$ cat config.mk
export PLATFORM = sky130hd
export DESIGN_NAME = bnn_tray_scheduler
export DESIGN_NICKNAME = d
export VERILOG_FILES = /design/src/rtl/bnn_sched_pkg.sv /design/src/rtl/rr_arbiter4.sv /design/src/rtl/bnn_tray_scheduler.sv
export SDC_FILE = /design/constraint.sdc
export NUM_CORES = 1
export LEC_CHECK = 0
export BUFFER_PORTS_ARGS = -buffer_cell sky130_fd_sc_hd__buf_4
export CORE_UTILIZATION = 25
export CTS_BUF_LIST = sky130_fd_sc_hd__clkbuf_4 sky130_fd_sc_hd__clkbuf_8
export DETAILED_ROUTE_END_ITERATION = 6
export PLACE_DENSITY = 0.52
export SYNTH_ARGS = -nofsm -noshare
export SYNTH_HDL_FRONTEND = slang
export SYNTH_HIERARCHICAL = 1
export SYNTH_SLANG_ARGS = --single-unit
$ cat constraint.sdc
create_clock -name clk -period 4.7 [get_ports clk]
set_input_delay 0 -clock clk [delete_from_list [all_inputs] [get_ports clk]]
set_output_delay 0 -clock clk [all_outputs]
set_load 0.05 [all_outputs]
$ cat src/rtl/bnn_sched_pkg.sv
// bnn_sched_pkg: shared sizes and FSM state type for the BNN tray scheduler
package bnn_sched_pkg;
    localparam int NUM_TRAYS = 4;
    localparam int FEAT_W    = 16;
    localparam int CLASS_W   = 3;

    typedef enum logic [1:0] {
        ST_IDLE  = 2'd0,
        ST_ISSUE = 2'd1,
        ST_WAIT  = 2'd2
    } state_t;
endpackage

$ cat src/rtl/rr_arbiter4.sv
// rr_arbiter4: 4-way round-robin pick starting one above the last granted tray
module rr_arbiter4
    import bnn_sched_pkg::*;
(
    input  logic [NUM_TRAYS-1:0] elig,
    input  logic [1:0]           ptr,
    output logic [NUM_TRAYS-1:0] grant,
    output logic                 any
);
    logic [1:0] idx;

    // scan from farthest to nearest so the tray closest above ptr wins
    always_comb begin
        grant = '0;
        idx   = '0;
        for (int i = NUM_TRAYS; i >= 1; i--) begin
            idx = ptr + 2'(i);
            if (elig[idx]) grant = 4'b0001 << idx;
        end
    end

    assign any = |elig;
endmodule

$ cat src/rtl/bnn_tray_scheduler.sv
// bnn_tray_scheduler: shares one BNN core among four trays and collects per-tray results
module bnn_tray_scheduler
    import bnn_sched_pkg::*;
#(
    parameter int TIMEOUT = 15
) (
    input  logic                           clk,
    input  logic                           rst_n,
    input  logic                           ena,
    input  logic [NUM_TRAYS-1:0]           req,
    input  logic [NUM_TRAYS*FEAT_W-1:0]    feat_i,
    output logic [NUM_TRAYS-1:0]           gnt,
    output logic                           core_start,
    output logic [FEAT_W-1:0]              core_feat,
    input  logic                           core_done,
    input  logic [CLASS_W-1:0]             core_class,
    output logic [NUM_TRAYS-1:0]           res_valid,
    input  logic [NUM_TRAYS-1:0]           res_ack,
    output logic [NUM_TRAYS*CLASS_W-1:0]   res_class,
    output logic                           busy,
    output logic                           timeout_err
);
    state_t                state, state_n;
    logic [1:0]            ptr, sel, gsel;
    logic [3:0]            timer;
    logic [NUM_TRAYS-1:0]  elig, arb_gnt, set_mask, gnt_r;
    logic                  arb_any, start_r;

    assign elig       = req & ~res_valid;
    assign set_mask   = (state == ST_WAIT && core_done) ? 4'b0001 << sel : 4'b0000;
    assign gnt        = gnt_r & {NUM_TRAYS{ena}};
    assign core_start = start_r & ena;

    rr_arbiter4 u_arb (
        .elig  (elig),
        .ptr   (ptr),
        .grant (arb_gnt),
        .any   (arb_any)
    );

    // one-hot grant to tray index
    always_comb begin
        gsel = arb_gnt[1] ? 2'd1 : arb_gnt[2] ? 2'd2 : arb_gnt[3] ? 2'd3 : 2'd0;
    end

    // next state: a done or the last timer tick both end the wait
    always_comb begin
        state_n = !ena                ? state :
                  state == ST_IDLE    ? (arb_any ? ST_ISSUE : ST_IDLE) :
                  state == ST_ISSUE   ? ST_WAIT :
                  (core_done || timer == 4'd1) ? ST_IDLE : ST_WAIT;
    end

    // all scheduler state; ena low freezes everything including ack handling
    always_ff @(posedge clk or negedge rst_n) begin
        if (!rst_n) begin
            state       <= ST_IDLE;
            ptr         <= 2'd3;
            sel         <= 2'd0;
            timer       <= 4'd0;
            gnt_r       <= '0;
            start_r     <= 1'b0;
            core_feat   <= '0;
            res_valid   <= '0;
            res_class   <= '0;
            busy        <= 1'b0;
            timeout_err <= 1'b0;
        end else if (ena) begin
            state   <= state_n;
            busy    <= state_n != ST_IDLE;
            gnt_r   <= '0;
            start_r <= 1'b0;
            if (state == ST_IDLE && arb_any) begin
                gnt_r     <= arb_gnt;
                start_r   <= 1'b1;
                sel       <= gsel;
                ptr       <= gsel;
                core_feat <= feat_i[{gsel, 4'b0000} +: FEAT_W];
            end
            if (state == ST_ISSUE) timer <= 4'(TIMEOUT);
            if (state == ST_WAIT) begin
                if (core_done) begin
                    res_class[int'(sel)*CLASS_W +: CLASS_W] <= core_class;
                end else begin
                    timer <= timer - 4'd1;
                    if (timer == 4'd1) timeout_err <= 1'b1;
                end
            end
            res_valid <= (res_valid | set_mask) & ~res_ack;
        end
    end
endmodule
== Word level (Yosys, flattened, before mapping) ==
Index checks and enable logic that the tools add are counted.
Storage, ports and cells
  flip-flop bits (word level): 49
  logic and storage cells: 76
  bits of input ports: 79
  output and inout bits: 39
Cells by class
  reductions and logical operators: 9
  magnitude comparators: 4
  muxes and demuxes: 27
  multipliers: 1
  shifts and indexed selects: 8
  bitwise operators: 8
  $add $sub $neg: 5
  equality and inequality tests: 3
Operator list (number)
  $shiftx 64x7->16: 1
  $mux 4: 9
  $neg 4->33: 1
  $shift 3x33->12 const A: 1
  $shiftx 3x33->12: 1
  $shl 1x2->4 const A: 5
  $mux 2: 7
  $and 4x4->4: 3
  $bwmux 12: 1
  $lt 2x3->1 const B: 4
  $bmux 1 s2: 4
  $not 4->4: 2
  $mux 1: 6
  $add 2x2->2 const B: 2
  $eq 4x1->1 const B: 1
  $mul 2x2->4 const B: 1
  $or 4x4->4: 1
  $reduce_and 4->1: 1
  $reduce_or 4->1: 1
  $sub 4x1->4 const B: 1
  $reduce_and 3->1: 1
  $add 2x1->2 const B: 1
  $eq 2x1->1 const B: 1
  $eq 2x2->1 const B: 1
  other kinds (7): 8

== Longest topological paths before layout ==
  depth after elaboration: 12
  gate-level depth with buffers: 12
  depth with buffers taken out: 9

== Modules after synthesis ==
The synthesis kept the hierarchy.
Modules (own cells, without submodules)
  bnn_tray_scheduler: area each 2879.0 um^2, seq. area each 1228.7 um^2, cells each 284, times used 1
  rr_arbiter4: area each 385.4 um^2, seq. area each 0.0 um^2, cells each 45, times used 1

== Least setup slack after synthesis ==
No wires, ideal clock.
  kind: register -> register
  from: register ptr[0]
  to: register core_feat[10]
  data arrival time: 2.839 ns
  setup time: 0.124 ns
  period minus slack after synthesis: 2.963 ns
  slack: 1.737 ns
  data required time: 4.576 ns
  cell stages (with the launch flop): 13
  path buffers: 3
  cell sequence: dfstp_2 buf_6 inv_1 ha_1 mux4_2 nand2b_1 o22ai_1 a31oi_1 buf_6 buf_6 mux2_4 o211ai_2 a21oi_1
Between the ends
  word-level cells in the longest chain between the ends: 10
  elaborated cells on any way between the ends: 23
  classes of those cells: add/sub (3); shift (5); mux (15)
Ends and longest elaborated chain
  start, declared: RTL line bnn_tray_scheduler.sv:24  | logic [1:0] ptr, sel, gsel;
  start signal, assigned: RTL line bnn_tray_scheduler.sv:77  | ptr <= gsel;
  $add 2x2->2 or $bmux 1 s2 (tied branches): RTL line rr_arbiter4.sv:17, rr_arbiter4.sv:18
  $bmux 1 s2 or $mux 1 (tied branches): RTL line rr_arbiter4.sv:18  | if (elig[idx]) grant = 4'b0001 << idx;
  $mux 1 (implied by the code) or $mux 4 (tied branches): RTL line rr_arbiter4.sv:18
  $mux 4 (2 in series): RTL line rr_arbiter4.sv:18
  $mux 4 (*): RTL line rr_arbiter4.sv:18
  via arb_gnt[3]: RTL line bnn_tray_scheduler.sv:26  | logic [NUM_TRAYS-1:0] elig, arb_gnt, set_mask, gnt_r;
  $mux 2 (*) (3 in series): RTL line bnn_tray_scheduler.sv:43  | gsel = arb_gnt[1] ? 2'd1 : arb_gnt[2] ? 2'd2 : arb_gnt[3] ? 2'd3 : 2'd0;
  $shiftx 64x7->16 (*): RTL line bnn_tray_scheduler.sv:78  | core_feat <= feat_i[{gsel, 4'b0000} +: FEAT_W];
  end signal, assigned: RTL line bnn_tray_scheduler.sv:78
  end, declared: RTL line bnn_tray_scheduler.sv:14  | output logic [FEAT_W-1:0] core_feat,
Mark *: on every way through the listed nets, which the timed path passes. The rest lies on a longest branch. The select of a mux whose other input is x is not followed.
A chain may end at the register's enable or synchronous reset.

== Worst setup path after layout ==
  from: register ptr[0]
  to: register core_feat[8]
Same word-level chain as after synthesis.

==> impl_results.md <==
* Outcome: completed
* Dpl ws at 1.048 ns
* PortBufs at 117
* Flop pwr share at 23.9%
* Worst Path Arrival at 3.84 ns
* CTS HTree Levels at 2
* Worst hold start: feat_i[20]
* # resized after CTS at 0
* Worst-Margin Slew at 0.6989 ns
* Root Buffer: clkbuf_8
* Min cycle time layout at 3.645 ns
* Synth area leaders: dfrtp_1 (36%), a21oi_1 (6.7%), ha_1 (6.1%)
* TNS Setup at 0 ns
* Flops & latches, synth at 49
* Final WS setup at 1.055 ns
* Initial DRC count at 113
* Io pins at 118
* Core area at 12,670 µm²
* Clk pin slew, worst setup/hold paths at 0.10 ns
* Critical Path Max Stage Delay at 0.70 ns
* Sequential element share of the synthesized area at 37.64%
* Leakage at 2.165 nW
* Max rail drop VDD at 0.2685 mV
* Final Hold Fails at 0
* Post-layout util at 35.96%
* P&R area growth vs syn at 39.59%
* Die Area at 13,520 µm²
* Vias per cell at 4.644
* Kind of end point of the critical path: flop
* Final ANT Viol Nets at 0
* Comb power frac at 67.6%
* Die X at 116.3 µm
* Synth unique cells at 50
* FFs w/ async S/R, synth at 100.0%
* Mapped cell area at 3264 µm²
* Worst setup path startpoint: ptr[0]
* WP depth at 10
* Die Y at 116.3 µm
* Via count at 2,921
* Initial antenna violation count at 0
* First-pass GRT wire length at 14.59 mm
* Pre-antenna DRT Iters at 4
* Cell taking the most area after synthesis: dfrtp_1
* Final worst path period share at 77.55%
* Worst min path class: in2reg
* Initial core utilization at 25.76%
* R2R cell count at 10
* Final GP Congestion at 0.7666
* Worst-path maximum fanout at 14
* FP Rows at 41
* WHS Path Cells at 3
* Routed WL at 9.156 mm
* Global route overflow at 0
* Syn. warnings at 6
* Hold Worst Slack at 0.01113 ns
* Net Sw Frac at 51.13%
* Cell Chain, Critical Path: inv_1 -> ha_1 -> mux4_2 -> inv_1 -> o22ai_1 -> a31oi_2 -> buf_4 -> mux2_4 -> o211ai_2 -> a21oi_1
* Mapped Cells at 329
* CTS Buf Count at 5
* Data required, critical path at 4.89 ns
* RSZ-0062 raised after global routing: no
* F_max at 274.4 MHz
* # DRC at 0
* Cell mode on critical path: inv_1
* GRT Total Usage at 13.65%
* Slew headroom at 53.26%
* CP top delay family: multiplexers
* CTS tree: yes
* R2R Path Start: ptr[0]
* Total power at 0.003152 W
* Worst Setup Path Type: reg2reg
* Synth top area share at 36.03%
* Net switching power at 0.001612 W
* Final Max Tran Viols at 0
* Primary FF master, synth: dfrtp_1
* Largest net degree at the start of global routing at 50
* # diodes at 0
* Detailed Place HPWL at 6.631 mm
* Share of cells above drive strength 1 at 37.64%
* Worst skew pair latency at 0.30 ns
* Clock skew at 0.005862 ns
* Internal power at 0.001540 W
* Crit path max-delay cell type: dfstp_2
* Post-synthesis average cell area at 9.922 µm²
* Clk sinks at 49
* Clock buffer depth at 2
* Nets at 551
* Commonest non-fill, non-tap cell in the layout: buf_4
* Post-synth EDFFs at 0
* Routed len/inst at 14.56 µm
* Startpoint types: flop
* Max capacitance violation total at 0
* Final setup viols at 0
* CP bufs+invs at 3
* Most frequent cells in the layout: buf_4 (121), dfrtp_1 (47), a21oi_1 (44), nor2_1 (20), dlygate4sd3_1 (20)
* Syn Nets at 424
* Pwr/cell area at 691.7 nW/µm²
* Vias in the first global route at 2,883
* Clk pwr share at 8.6%
## final cells by class
type                    count  area (µm²)
multi-input cells         241        1846
inverters                  18       67.56
clock inverters             1       7.507
fillers                  1303        8114
clock buffers               7       83.83
well taps                 172       215.2
flip-flops and latches     49        1229
repair buffers            141        1109
## cell families after synthesis
logic type,share of synthesized area [%]
AO/OA/AOI/OAI,21.66
adder cells (fa/ha/maj),6.133
buffers and inverters,6.477
flip-flops,37.64
multiplexers,10.66
AND/OR/NAND/NOR,17.44
## power groups by stage
stage          sequential (W)  clock, W  combinational (W)
5_1_grt              0.000787  0.000301            0.00232
6_report             0.000753  0.000270            0.00213
3_5_place_dp         0.000759         0            0.00213
3_3_place_gp         0.000755         0            0.00210
2_1_floorplan         0.00106         0            0.00131
4_1_cts              0.000755  0.000282            0.00215
## metal layers
metal  share of wire [%]  global-route usage (%)  vias up
li1                    -                       -     1433
met1                  46                   18.32     1409
met2                  50                   22.60       73
met3                 3.6                   2.283        6
met4                 1.0                   3.761        0
met5                   0                       0        -
## timing repair
item,4_1_cts,5_1_grt
buffers inserted,0,0
hold endpoints to repair,66,0
hold buffers,20,0
## synth_stat cells, drive strengths merged (5+ instances only)
| library cell | n |
|---|---|
| nand2b | 18 |
| nor2 | 20 |
| nor2b | 7 |
| buf | 17 |
| nor3b | 5 |
| nand2 | 17 |
| a21oi | 44 |
| and2 | 5 |
| nand4 | 12 |
| a21bo | 12 |
| o21ai | 7 |
| ha | 16 |
| inv | 16 |
| o22ai | 7 |
| mux2 | 17 |
| dfrtp | 47 |
| o211ai | 16 |
## path summary, 6_finish.rpt
check                      slack, ns            to
min in group asynchronous       0.27      timer[0]
hold reg to reg                 0.49  res_class[0]
setup / recovery                1.06  core_feat[8]
setup reg to reg                1.06  core_feat[8]
max in group asynchronous       4.01  core_feat[4]
hold / removal                  0.01  core_feat[4]
## through the flow
stage	cell area, µm²	instances
after global placement	4265	601
final	4557	629
after global routing	4557	629
after floorplan	3264	329
after detailed placement	4265	601
after CTS	4557	629
## state kept, by name (all words and copies together), names as in the netlist
signal / flops
core_feat: 16
sel: 2
gnt_r: 4
timeout_err: 1
ptr: 2
state: 2
res_valid: 4
busy: 1
res_class: 12
start_r: 1
timer: 4
## worst register-to-register path, delay by kind of cell, from the launching register on
| family | cells | cell delay (ns) |
|---|---|---|
| buffers and inverters | 3 | 0.58 |
| AO/OA/AOI/OAI | 4 | 0.92 |
| multiplexers | 2 | 0.92 |
| adder cells (fa/ha/maj) | 1 | 0.41 |
| flip-flops | 1 | 0.70 |
No activity file was read; power rests on OpenSTA's default activity.
